===== config.mk =====
export PLATFORM = sky130hd
export DESIGN_NAME = seq_booth_mult
export DESIGN_NICKNAME = d
export VERILOG_FILES = /design/src/rtl/seq_booth_mult.sv
export SDC_FILE = /design/constraint.sdc
export NUM_CORES = 1
export LEC_CHECK = 0
export ABC_AREA = 1
export BUFFER_PORTS_ARGS = -buffer_cell sky130_fd_sc_hd__buf_2
export CORE_MARGIN = 5
export CORE_UTILIZATION = 60
export CTS_CLUSTER_DIAMETER = 100
export DETAILED_ROUTE_END_ITERATION = 8
export GPL_TIMING_DRIVEN = 1
export PLACE_DENSITY_LB_ADDON = 0.05
export SYNTH_ARGS = -nofsm -noshare
export SYNTH_HDL_FRONTEND = slang
export SYNTH_SLANG_ARGS = --single-unit

===== constraint.sdc =====
create_clock -name clk -period 6.9 [get_ports clk]
set_input_delay 1.38 -clock clk [delete_from_list [all_inputs] [get_ports clk]]
set_output_delay 1.38 -clock clk [all_outputs]
set_load 0.02 [all_outputs]

===== src/rtl/seq_booth_mult.sv =====
// Iterative signed WIDTHxWIDTH radix-2 Booth multiplier, one multiplier bit per clock.
// Debug mirrors (ctest/acctest/multest) are driven only when SEQ_MULT_DEBUG_EN is defined.
module seq_booth_mult #(
    parameter int WIDTH = 32
) (
    input  logic                       clk,
    input  logic                       rst,
    input  logic [WIDTH-1:0]           a,
    input  logic [WIDTH-1:0]           b,
    input  logic [4:0]                 ctrl,
    output logic [WIDTH-1:0]           lower,
    output logic [WIDTH-1:0]           higher,
    output logic [$clog2(WIDTH)-1:0]   ctest,
    output logic [WIDTH-1:0]           acctest,
    output logic [WIDTH-1:0]           multest,
    output logic                       in,
    output logic                       out
);
    localparam int CW = $clog2(WIDTH);

    typedef enum logic [1:0] {
        LOAD = 2'd0,
        RUN  = 2'd1,
        DONE = 2'd2
    } state_t;

    state_t           state_q;
    logic [CW-1:0]    count_q;
    logic [WIDTH:0]   acc_q;
    logic [WIDTH:0]   m_q;
    logic [WIDTH-1:0] mreg_q;
    logic             q1_q;
    logic [WIDTH-1:0] lower_q;
    logic [WIDTH-1:0] higher_q;

    logic [WIDTH:0]   sum;
    logic [WIDTH:0]   acc_d;
    logic [WIDTH-1:0] mreg_d;
    logic             q1_d;

    logic hold;
    logic restart;
    logic unused_ctrl;

    assign hold        = ctrl[0];
    assign restart     = ctrl[1];
    assign unused_ctrl = ^ctrl[4:2];

    // One Booth step: add/sub M into the 33-bit accumulator, then arithmetic shift {acc,mreg,q_1}.
    always_comb begin
        sum = acc_q;
        case ({mreg_q[0], q1_q})
            2'b01:   sum = acc_q + m_q;
            2'b10:   sum = acc_q - m_q;
            default: sum = acc_q;
        endcase
        acc_d  = {sum[WIDTH], sum[WIDTH:1]};
        mreg_d = {sum[0], mreg_q[WIDTH-1:1]};
        q1_d   = mreg_q[0];
    end

    always_ff @(posedge clk) begin
        if (rst) begin
            state_q  <= LOAD;
            count_q  <= '0;
            acc_q    <= '0;
            m_q      <= '0;
            mreg_q   <= '0;
            q1_q     <= 1'b0;
            lower_q  <= '0;
            higher_q <= '0;
        end else if (!hold) begin
            if (restart) begin
                state_q <= LOAD;
                count_q <= '0;
            end else begin
                case (state_q)
                    LOAD: begin
                        m_q     <= {a[WIDTH-1], a};
                        mreg_q  <= b;
                        acc_q   <= '0;
                        q1_q    <= 1'b0;
                        count_q <= '0;
                        state_q <= RUN;
                    end
                    RUN: begin
                        acc_q  <= acc_d;
                        mreg_q <= mreg_d;
                        q1_q   <= q1_d;
                        if (count_q == CW'(WIDTH - 1)) begin
                            state_q <= DONE;
                        end else begin
                            count_q <= count_q + CW'(1);
                        end
                    end
                    DONE: begin
                        lower_q  <= mreg_q;
                        higher_q <= acc_q[WIDTH-1:0];
                        state_q  <= LOAD;
                    end
                    default: state_q <= LOAD;
                endcase
            end
        end
    end

    assign lower  = lower_q;
    assign higher = higher_q;
    assign in     = (state_q == LOAD);
    assign out    = (state_q == DONE);

`ifdef SEQ_MULT_DEBUG_EN
    assign ctest   = count_q;
    assign acctest = acc_q[WIDTH-1:0];
    assign multest = mreg_q;
`else
    assign ctest   = '0;
    assign acctest = '0;
    assign multest = '0;
`endif

endmodule


==> metrics.cfg <==
[setup_path]
cp-start-kind = register
crit_buf_inv = 3
crit_required_ns = 7.19
crit_type = reg2reg
cpPeakStageDelay_ns = 0.65
cp_top_family = adder cells
arrival_ns = 4.50
cp_max_fo = 18
worstPathCellList = ha_1 > clkinv_1 > nand2_2 > o21ai_2 > a21oi_2 > xor2_1 > ha_1 > nand2_1 > inv_1 > nand2_1 > nand2_1 > inv_1 > nand2_1 > a21oi_1 > nand2_1 > nand2_1 > nand3_1 > nand2_1 > a21oi_1
end_kind = register
crit_top_cell = nand2_1
slowest_stage = clkinv_1

[floorplan]
pin_count = 206
start_util = 0.613
fp.dieW_um = 140
rows = 47
fp.coreArea_mm2 = 0.0166
die_y_um = 140
fp.dieArea_mm2 = 0.0196

[power_and_ir_drop]
p_int_mw = 1.67
p_leak_nw = 5.57
pwr-share-comb = 0.191
switchingPower_mw = 0.759
power_density_mw_per_mm2 = 217
p_clk_frac = 0.387
ir_worst_vdd_mv = 0.173
swShare = 0.313
p_seq_frac = 0.423

[global_routing]
groute.usage.overall = 0.254
antenna_found_initial = 0
grt_pass1_wl_um = 41900
gr-total-overflow = 0
grt_max_degree = 58
grt_pass1_vias = 8511

[placed_design]
hpwl_um = 18700
portBuffers = 133
place_ws_ns = 2.77
gp_congestion = 1.03

[cts]
cts_sinks = 168
cts_tree = done
cts_resized = 0
cts_buffers = 17
holdBufCountCts = 0
post-cts-setup-buffers = 0
insertion_delay_ns = 0.44
htreeDepth = 4
cts_buffer_depth = 2
root_buffer = clkbuf_16
clk_pin_slew_ns = 0.07

[sta]
setup_ws_ns = 2.68
hold_violations = 0
fin_crit_sh = 0.611
maxSlewHeadroom = 0.263
fmax_ghz = 0.237
worst_slew_pin_slew_ns = 1.10
setup-violations-final = 0
worst_clock_skew_ns = 0.0241
setup_tns_ns = 0
slew_violations = 0
min_period_ns = 4.22
rsz0062_at_grt = false

[cells_and_area]
nets = 1767
syn_to_final_growth_pct = 10.0
drive_gt1_frac = 0.119
diodes = 0

[yosys]
ys_warn_count = 0
seq_area_frac_synth = 0.331
synth_edf_count = 0
synthFlopType = dfxtp_1
yosys-top-cells-count = nand2_1 (343), inv_1 (201), nor2_1 (189), dfxtp_1 (168), a21oi_1 (138)
ys_seq_elements = 168
synth.avg_cell_area_um2 = 6.49
synth_most_common_cell = nand2_1
netlist.area_leader.share = 0.331
netlist_instances = 1567
yosys.area.top_type = dfxtp_1
ys_async_sr_fraction = 0
synth_cell_types = 42
synth_area_mm2 = 0.0102
ys_top_cells_by_area = dfxtp_1 (33%), nand2_1 (13%), inv_1 (7.4%), nor2_1 (7.0%), a21oi_1 (6.8%)

[routing]
vias = 9651
drc = 0
drt-vias-per-instance = 5.10
wire_per_inst_um = 13.7
firstDrtPassIters = 7
dr.first_iter.drc_count = 657
wl_um = 25900
ant_nets = 0

[run_status]
status = completed

[hold_path]
hold_class = reg2reg

[job]
max_cap_viol_count = 0

## cell usage in the layout, fill, tap and decap left out, types with 4 or more instances in the layout
cell type,count
inv_2,10
nor3_1,49
nor2_1,189
and2_1,4
dfxtp_1,168
nor2_2,5
inv_6,4
nand3_1,48
o211ai_1,7
buf_2,133
o22ai_1,29
buf_4,6
conb_1,69
o21ai_0,126
xor2_1,29
inv_1,200
nand4_1,5
or2_2,4
ha_1,36
nand2_1,343
xnor2_1,12
clkbuf_16,17
a21oi_1,138
## routing by layer
layer | up-vias | wire length [um] | GRT usage
met5 | - | 0 | 0
met4 | 0 | 417 | 0.0750
met3 | 32 | 1850 | 0.0487
met2 | 338 | 11200 | 0.386
met1 | 4247 | 12500 | 0.367
li1 | 5034 | - | -
## final timing paths
path                                         startpoint                      to  slack, ns  cells past startpoint
worst max register to register   mreg_q[0]$_SDFFE_PP0P_  acc_q[29]$_SDFFE_PP0P_       2.68                     19
worst max-delay path             mreg_q[0]$_SDFFE_PP0P_  acc_q[29]$_SDFFE_PP0P_       2.68                     19
worst min register to register  mreg_q[26]$_SDFFE_PP0P_  lower[26]$_SDFFE_PP0P_       0.47                      2
worst min-delay path            mreg_q[26]$_SDFFE_PP0P_  lower[26]$_SDFFE_PP0P_       0.47                      2
## power by group through the flow
| stage | clock, mW | sequential [mW] | combinational, mW |
|---|---|---|---|
| after floorplan | 0 | 1.04 | 0.378 |
| after global placement | 0 | 1.05 | 0.447 |
| after detailed placement | 0 | 1.05 | 0.454 |
| after CTS | 0.951 | 1.02 | 0.457 |
| after global routing | 0.995 | 1.03 | 0.519 |
| final | 0.937 | 1.03 | 0.462 |
## per-stage QoR
step	hold slack [ns]	total power, mW	instances	area, um^2	utilization
global route	0.489	2.54	1891	11200	0.674
global placement	0.451	1.49	1860	10600	0.640
detailed placement	0.452	1.50	1860	10600	0.640
finish	0.469	2.43	1891	11200	0.674
CTS	0.469	2.43	1891	11200	0.674
floorplan	0.434	1.42	1635	10400	-
## worst reg2reg max path, delay by kind of cell (launching register included)
kind | cells | cell delay, ns
AOI/OAI and AO/OA | 4 | 0.57
xor gates and xnor gates | 1 | 0.36
adders and majority gates | 2 | 0.99
buffers and inverters | 3 | 0.77
DFF | 1 | 0.42
and+or+nand+nor | 9 | 0.97
## logic make-up after synthesis
kind of cell / count (synthesis) / synth area share
adders and majority gates: 37 / 0.0463
xor gates and xnor gates: 41 / 0.0353
and+or+nand+nor: 660 / 0.267
other: 1 / 0.000369
buffers and inverters: 346 / 0.156
AOI/OAI and AO/OA: 314 / 0.164
DFF: 168 / 0.331
## final cells by class
type / count / area [um^2]
inverter: 212 / 796
tap: 220 / 275
multi-input combinational: 1121 / 5470
sequential: 168 / 3360
clock buffer: 20 / 457
clock inverter: 11 / 110
fill: 1603 / 5400
timing repair buffer: 139 / 711
## sequential cells by signal, indices dropped and copies added, names as in the netlist
name,cells
acc_q,32
lower,32
count_q,5
higher,32
q1_q,1
state_q,2
mreg_q,32
m_q,32
Note: power is estimated with default switching activity, not from simulation.
